$ cat src/rtl/bc_level_reader.sv
// Streams one level of the box-count pyramid from the box-count RAM in raster order and
// accumulates the non-empty box count and total mass of the accepted beats.
module bc_level_reader #(
  parameter int unsigned BOX_IDX  = 3,
  parameter int unsigned MAX_BOX  = 3,
  parameter int unsigned DATA_LEN = 8
) (
  input  logic                          CLK,
  input  logic                          RST,
  input  logic                          start,
  input  logic [BOX_IDX-1:0]            level,
  input  logic                          bank,
  output logic                          busy,
  output logic                          rd_en,
  output logic [2*BOX_IDX:0]            rd_addr,
  input  logic [DATA_LEN-1:0]           rd_data,
  output logic                          out_valid,
  input  logic                          out_ready,
  output logic [DATA_LEN-1:0]           out_data,
  output logic [BOX_IDX-1:0]            out_x,
  output logic [BOX_IDX-1:0]            out_y,
  output logic                          out_last,
  output logic [2*BOX_IDX:0]            box_count,
  output logic [DATA_LEN+2*BOX_IDX-1:0] mass_sum,
  output logic                          done
);

  localparam int unsigned AW = 2 * BOX_IDX + 1;
  localparam int unsigned MW = DATA_LEN + 2 * BOX_IDX;
  localparam int unsigned EW = DATA_LEN + 2 * BOX_IDX + 1;

  if (MAX_BOX == 0) begin : g_bad_max_box
    $error("MAX_BOX must be at least 1");
  end

  typedef enum logic {StIdle, StScan} state_t;

  state_t               r_state;
  logic                 r_bank;
  logic [BOX_IDX-1:0]   r_lim;
  logic [BOX_IDX-1:0]   r_x;
  logic [BOX_IDX-1:0]   r_y;
  logic                 r_more;
  logic                 r_rd_vld;
  logic [BOX_IDX-1:0]   r_rd_x;
  logic [BOX_IDX-1:0]   r_rd_y;
  logic                 r_rd_last;
  logic [1:0]           r_cnt;
  logic [EW-1:0]        r_head;
  logic [EW-1:0]        r_tail;
  logic [AW-1:0]        r_box;
  logic [MW-1:0]        r_mass;
  logic                 r_done;

  logic [BOX_IDX-1:0]   w_lvl;
  logic [BOX_IDX-1:0]   w_lim;
  logic [2:0]           w_fill;
  logic                 w_pop;
  logic                 w_push;
  logic                 w_issue;
  logic                 w_last_xy;
  logic [EW-1:0]        w_new;

  // Levels beyond the grid collapse to a single box.
  assign w_lvl     = (level > BOX_IDX'(BOX_IDX)) ? BOX_IDX'(BOX_IDX) : level;
  assign w_lim     = {BOX_IDX{1'b1}} >> w_lvl;

  assign out_valid = (r_cnt != 2'd0);
  assign w_pop     = out_valid & out_ready;
  assign w_push    = r_rd_vld;
  // Entries already committed to the FIFO path, net of this cycle's pop.
  assign w_fill    = {1'b0, r_cnt} + {2'b00, r_rd_vld} - {2'b00, w_pop};
  assign w_issue   = (r_state == StScan) & r_more & (w_fill < 3'd2);
  assign w_last_xy = (r_x == r_lim) & (r_y == r_lim);
  assign w_new     = {rd_data, r_rd_x, r_rd_y, r_rd_last};

  assign busy      = (r_state == StScan);
  assign rd_en     = w_issue;
  assign rd_addr   = {r_x, r_bank, r_y};
  assign out_data  = r_head[EW-1 -: DATA_LEN];
  assign out_x     = r_head[2*BOX_IDX -: BOX_IDX];
  assign out_y     = r_head[BOX_IDX:1];
  assign out_last  = out_valid & r_head[0];
  assign box_count = r_box;
  assign mass_sum  = r_mass;
  assign done      = r_done;

  always_ff @(posedge CLK or posedge RST) begin
    if (RST) begin
      r_state   <= StIdle;
      r_bank    <= 1'b0;
      r_lim     <= '0;
      r_x       <= '0;
      r_y       <= '0;
      r_more    <= 1'b0;
      r_rd_vld  <= 1'b0;
      r_rd_x    <= '0;
      r_rd_y    <= '0;
      r_rd_last <= 1'b0;
      r_cnt     <= 2'd0;
      r_head    <= '0;
      r_tail    <= '0;
      r_box     <= '0;
      r_mass    <= '0;
      r_done    <= 1'b0;
    end else begin
      r_done   <= 1'b0;
      r_rd_vld <= w_issue;

      if (w_issue) begin
        r_rd_x    <= r_x;
        r_rd_y    <= r_y;
        r_rd_last <= w_last_xy;
        // The final coordinate is kept so rd_addr holds its last value.
        if (w_last_xy) begin
          r_more <= 1'b0;
        end else if (r_x == r_lim) begin
          r_x <= '0;
          r_y <= r_y + BOX_IDX'(1);
        end else begin
          r_x <= r_x + BOX_IDX'(1);
        end
      end

      case ({w_push, w_pop})
        2'b10: begin
          if (r_cnt == 2'd0) r_head <= w_new;
          else               r_tail <= w_new;
        end
        2'b01: r_head <= r_tail;
        2'b11: begin
          if (r_cnt == 2'd1) begin
            r_head <= w_new;
          end else begin
            r_head <= r_tail;
            r_tail <= w_new;
          end
        end
        default: ;
      endcase
      r_cnt <= r_cnt + {1'b0, w_push} - {1'b0, w_pop};

      if (w_pop) begin
        r_mass <= r_mass + MW'(out_data);
        if (out_data != '0) r_box <= r_box + AW'(1);
        if (r_head[0]) begin
          r_state <= StIdle;
          r_done  <= 1'b1;
        end
      end

      if (r_state == StIdle && start) begin
        r_state <= StScan;
        r_bank  <= bank;
        r_lim   <= w_lim;
        r_x     <= '0;
        r_y     <= '0;
        r_more  <= 1'b1;
        r_box   <= '0;
        r_mass  <= '0;
      end
    end
  end

endmodule

$ cat config.mk
export PLATFORM = sky130hd
export DESIGN_NAME = bc_level_reader
export DESIGN_NICKNAME = d
export VERILOG_FILES = /design/src/rtl/bc_level_reader.sv
export SDC_FILE = /design/constraint.sdc
export NUM_CORES = 1
export LEC_CHECK = 0
export ABC_AREA = 1
export CORE_ASPECT_RATIO = 1.1
export CORE_MARGIN = 3
export CORE_UTILIZATION = 36
export CTS_BUF_LIST = sky130_fd_sc_hd__clkbuf_8
export CTS_CLUSTER_DIAMETER = 40
export CTS_CLUSTER_SIZE = 16
export DETAILED_ROUTE_END_ITERATION = 12
export GPL_TIMING_DRIVEN = 0
export HOLD_SLACK_MARGIN = 0.15
export SYNTH_ARGS = -nofsm -noshare
export SYNTH_HDL_FRONTEND = slang
export SYNTH_SLANG_ARGS = --single-unit
$ cat constraint.sdc
create_clock -name CLK -period 6.4 [get_ports CLK]
set_input_delay 0.96 -clock CLK [delete_from_list [all_inputs] [get_ports CLK]]
set_output_delay 0.96 -clock CLK [all_outputs]
set_load 0.005 [all_outputs]
==> impl_metrics.ini, run 1 <==
[critical_path]
rr_startpoint = r_cnt[0]
cp_cell_sequence = clkdlybuf4s50_1 -> inv_1 -> nor2_4 -> inv_1 -> buf_4 -> or2_2 -> nand2_1 -> ha_1 -> fa_1 -> nor3_4 -> buf_4 -> clkdlybuf4s50_1
critPathSlowestCell = clkdlybuf4s50_1
reg2regPathDepth = 14
max_stage_delay_ns = 0.52
critical_path.max_fanout = 11
critPathKind = in -> out
cp.required_ns = 5.44
r2r_end = r_y[2]
worstSetupEndpointType = primary output
startpoint_type = input pin
worstPathArrival_ns = 4.15
cp-startpoint = out_ready
r2r_slack_ns = 3.51

[cts]
holdBufCountCts = 0
cts_sinks = 74
cts_tree = yes
clockRootBuffer = clkbuf_8
post_cts_buffers = 0
clk_pin_slew_ns = 0.08
clock_latency_ns = 0.36
postCtsResizedCells = 0
clk_path_buf_depth = 2
htree_levels = 3
numCtsBuffers = 9

[floorplan]
start_util = 0.374
die_area_sq_um = 12200
core_sq_um = 10500
row_count = 39
ioPinCount = 63
die_y_microns = 115
fp.dieW_microns = 106

[yosys]
syn_avg_cell_area_sq_um = 8.15
synth-async-reset-ratio = 1.00
synth.distinct_cells = 36
synth_ff_type = dfrtp_1
synth_top_area_share = 0.472
synthTopCellsByArea = dfrtp_1 (47%), nand2_1 (12%), nand3_1 (7.1%), inv_1 (5.1%), o21ai_0 (4.0%)
synth_nets = 511
synth_cells = 481
synth_edf_count = 0
synth_top_area_cell = dfrtp_1
synth-seq-area-share = 0.472
ys_ff_latch = 74
yosysMostFrequentCell = nand2_1
syn-cell-area_sq_um = 3920
ys_warn_count = 0
yosys-top-cells-count = nand2_1 (121), dfrtp_1 (74), nand3_1 (56)

[timing]
period_minus_slack_ns = 5.11
tightest_slew_ns = 0.558
max_freq_ghz = 0.196
slew_headroom = 0.628
rsz0062_at_grt = false
fin_setup_tns_ns = 0
hold_viol = 0
holdWs_ns = 0.491
skew_ns = 0.0186
setup_ws_ns = 1.29
post-route-period-util = 0.799
finalMaxSlewViolations = 0
finalSetupViolCount = 0

[power_and_ir_drop]
leakage_nw = 2.43
power_density_nw_per_um2 = 492
ir_drop_v = 0.000201

[min_path]
min_path_type = reg -> reg
min_to = r_tail[6]
hold_depth = 2
holdCritStartpoint = r_tail[6]

[global_routing]
track_usage = 0.160
grt_max_degree = 43
overflow = 0
grt_first_pass_wirelength_microns = 15600
grt_pass1_vias = 3270
antenna_found_initial = 0

[final_layout]
drive_above_1_share = 0.102
nNetsFinal = 585
design_area_sq_um = 4990
syn_to_final_growth_pct = 27.1
stdcell_count = 703
diodes = 0

[placement]
dpl.hpwl_microns = 6880
place_ws_ns = 1.26
placed_cell_area_sq_um = 4750
portBuffers = 62
gp_congestion = 0.808
dp_cells = 687

[drt]
drt-initial-drc-count = 133
dr.pass1.iters = 4
wire_per_inst_microns = 13.2
drc_errors = 0
drt_wl_total_microns = 9300
avgViaCountPerCell = 4.81
ant_nets = 0
route.vias.total = 3380

[job]
cap_violations = 0

[status]
status = complete, no violations
## metal layers
metal,GRT usage,up-vias,wire [microns]
met2,0.266,68,4440
li1,-,1698,-
met5,0,-,0
met3,0.0412,15,431
met4,0.0475,0,131
met1,0.208,1599,4300
## stage by stage
step	power, mW	utilization
floorplan	1.58	-
global placement	2.01	0.450
global route	2.68	0.475
CTS	2.48	0.475
detailed placement	2.04	0.453
finish	2.45	0.475
## critical path, delay by kind of cell
kind / cells / cell delay, ns
and+or+nand+nor: 4 / 0.98
buffers and inverters: 6 / 1.56
adders and majority gates: 2 / 0.63
## cell type report
type / instances / area (sq um)
Clock inverter: 6 / 97.6
Buffer: 29 / 181
Fill cell: 1037 / 5500
Multi-Input combinational cell: 322 / 1680
Sequential cell: 74 / 1850
Timing Repair Buffer: 63 / 648
Tap cell: 143 / 179
Inverter: 56 / 213
Clock buffer: 10 / 138
## cell families after synthesis
family	after synthesis	share of synthesized area
compound gates	63	0.0922
xor+xnor	9	0.0201
fa+ha+maj	14	0.0485
buf+inv	85	0.0998
flops	74	0.472
mux	1	0.00255
simple gates	235	0.265
## how the worst max path moves through the flow
stage	to	cells after the start
floorplan	rd_en	10
global placement	rd_en	12
detailed placement	rd_en	12
CTS	rd_en	12
global route	rd_en	12
finish	rd_en	12
## cell usage in the layout (no fill, tap or decap), drive strengths merged
cell type,Yosys,routed
o211ai,4,4
xor2,5,5
dfrtp,74,74
buf,25,26
a31o,1,1
nand4,7,7
clkinv,0,2
and2,1,1
a21oi,16,16
fa,2,2
o221ai,6,6
bufinv,0,2
ha,12,12
a21boi,1,1
xnor2,4,4
mux2i,1,1
inv,56,58
o22ai,1,1
nand3b,1,1
clkdlybuf4s50,0,62
nor2,41,41
nor3,2,2
o21ai,32,32
or2,5,5
a22o,1,1
o21a,1,1
nand2,122,122
clkbuf,4,14
nand3,56,56
## state kept, by name (all words and copies together), names as in the netlist, 2 cells and up
signal and flops:
box_count 7, mass_sum 14, r_cnt 2, r_head 15, r_lim 3, r_rd_x 3
r_rd_y 3, r_tail 15, r_x 3, r_y 3
## where the power goes
part           internal (mW)  switching [mW]
combinational          0.572           0.636
sequential             0.653           0.161
clock                  0.236           0.193
Note: power is estimated with default switching activity, not from simulation.
==> run 2: changes to the inputs <==
clock period = 4.3 ns   (was 6.4 ns; I/O delays follow)
==> run 2 against run 1 <==
Net effect: die area stayed put; global-route usage hardly changed; register-to-register slack worse by 2.0 ns; clock skew hardly changed; non-clock buffer count increased by 2; final area rose by 0.30%; via count down 0.30%; sequential power up 49%; wire length down 0.16%.
==> impl_metrics.ini, run 2 (synthesized netlist as in run 1, its figures left out) <==
[timing]
finalSetupViolCount = 0
tightest_slew_ns = 0.558
post-route-period-util = 0.958
skew_ns = 0.0183
max_freq_ghz = 0.243
rsz0062_at_grt = false
setup_ws_ns = 0.182
finalMaxSlewViolations = 0
period_minus_slack_ns = 4.12
hold_viol = 0
holdWs_ns = 0.492
fin_setup_tns_ns = 0
slew_headroom = 0.628

[floorplan]
row_count = 39
start_util = 0.374
ioPinCount = 63
fp.dieW_microns = 106
core_sq_um = 10500
die_y_microns = 115
die_area_sq_um = 12200

[drt]
drc_errors = 0
wire_per_inst_microns = 13.2
top_layer_used = met4
route.met2.wl_microns = 4400
dr.pass1.iters = 4
avgViaCountPerCell = 4.78
drt_wl_total_microns = 9290
drt-met1-wl_microns = 4350
route.vias.total = 3370
ant_nets = 0
drt-initial-drc-count = 127
wl_met3_microns = 414

[cts]
cts_sinks = 74
clock_latency_ns = 0.36
holdBufCountCts = 0
numCtsBuffers = 9
clk_path_buf_depth = 2
htree_levels = 3
cts_tree = yes
clockRootBuffer = clkbuf_8
clk_pin_slew_ns = 0.08
postCtsResizedCells = 0

[power_and_ir_drop]
power.switching_mw = 1.48
power_density_nw_per_um2 = 732
finalPower_mw = 3.66
combPwrFrac = 0.496
leakage_nw = 2.44
seqPwrFrac = 0.331
clock_power_share = 0.173
switching_share = 0.403
ir_drop_v = 0.000307
internal_power_mw = 2.19

[final_layout]
diodes = 0
stdcell_count = 705
syn_to_final_growth_pct = 27.5
nNetsFinal = 587
most-common-layout-cells = nand2_1 (121), dfrtp_1 (74), clkdlybuf4s50_1 (62), nand3_1 (56), inv_1 (52)
final_common_cell = nand2_1
drive_above_1_share = 0.105

[critical_path]
max_stage_delay_ns = 0.52
cp_cell_sequence = clkdlybuf4s50_1 -> inv_1 -> nor2_4 -> inv_1 -> buf_4 -> or2_2 -> nand2_1 -> ha_1 -> fa_1 -> nor3_4 -> buf_4 -> clkdlybuf4s50_1
reg2regPathDepth = 15
worstPathArrival_ns = 3.47
critPathKind = in -> out
cp.required_ns = 3.65
critPathSlowestCell = clkdlybuf4s50_1
worstSetupEndpointType = primary output
critical_path.max_fanout = 11
startpoint_type = input pin

[status]
status = complete, no violations

[job]
cap_violations = 0

[min_path]
hold_depth = 2
min_path_type = reg -> reg

[global_routing]
grt_max_degree = 43
grt_pass1_vias = 3281
grt_first_pass_wirelength_microns = 15700
overflow = 0
track_usage = 0.160
antenna_found_initial = 0

[placement]
place_ws_ns = -0.208
dp_cells = 687
portBuffers = 62
dpl.hpwl_microns = 6880
gp_congestion = 0.808
-- run 2: cell count changes in the layout (fill, tap and decap cells not counted) --
cell   delta
buf_4     +2
-- run 2: power groups by stage --
stage | Sequential, mW | Clock (mW) | Combinational (mW)
detailed placement | 1.23 | 0 | 1.81
finish | 1.21 | 0.635 | 1.82
global route | 1.25 | 0.674 | 2.08
floorplan | 1.16 | 0 | 1.18
global placement | 1.23 | 0 | 1.77
CTS | 1.22 | 0.650 | 1.83
-- run 2: repair_timing --
action / 4_1_cts / 5_1_grt
setup endpoints to repair: 1 / 1
buffers inserted: 1 / 1
pin swaps: 1 / 1
-- run 2: area by class of cell --
cell class | instances | area [sq um]
clock buffer | 10 | 138
buffer | 29 | 181
tap | 143 | 179
clock inverter | 6 | 97.6
sequential | 74 | 1850
inverter | 56 | 213
multi-input combinational | 322 | 1680
fill | 1031 | 5490
timing repair buffer | 65 | 663
-- run 2: final timing paths --
check	from	to	slack (ns)
setup reg to reg	r_cnt[0]	r_y[2]	1.55
min in group asynchronous	RST	r_bank	0.64
max in group asynchronous	RST	r_head[13]	3.10
setup / recovery	out_ready	rd_en	0.18
hold / removal	r_tail[6]	r_tail[6]	0.49
hold reg to reg	r_tail[6]	r_tail[6]	0.49
-- run 2: layer usage --
metal	vias to the layer above	track usage
met2	64	0.267
met3	12	0.0412
met1	1592	0.208
met4	0	0.0475
met5	-	0
li1	1702	-
-- run 2: worst max-delay path: cells and delay by family --
| kind | cells | cell delay [ns] |
|---|---|---|
| buffers and inverters | 6 | 1.50 |
| adder cells (fa/ha/maj) | 2 | 0.63 |
| AND/OR/NAND/NOR | 4 | 0.69 |
-- run 2: metrics by stage --
step / area [sq um] / utilization
floorplan: 3920 / -
finish: 5000 / 0.477
detailed placement: 4750 / 0.453
CTS: 4990 / 0.476
global placement: 4720 / 0.450
global route: 5000 / 0.477
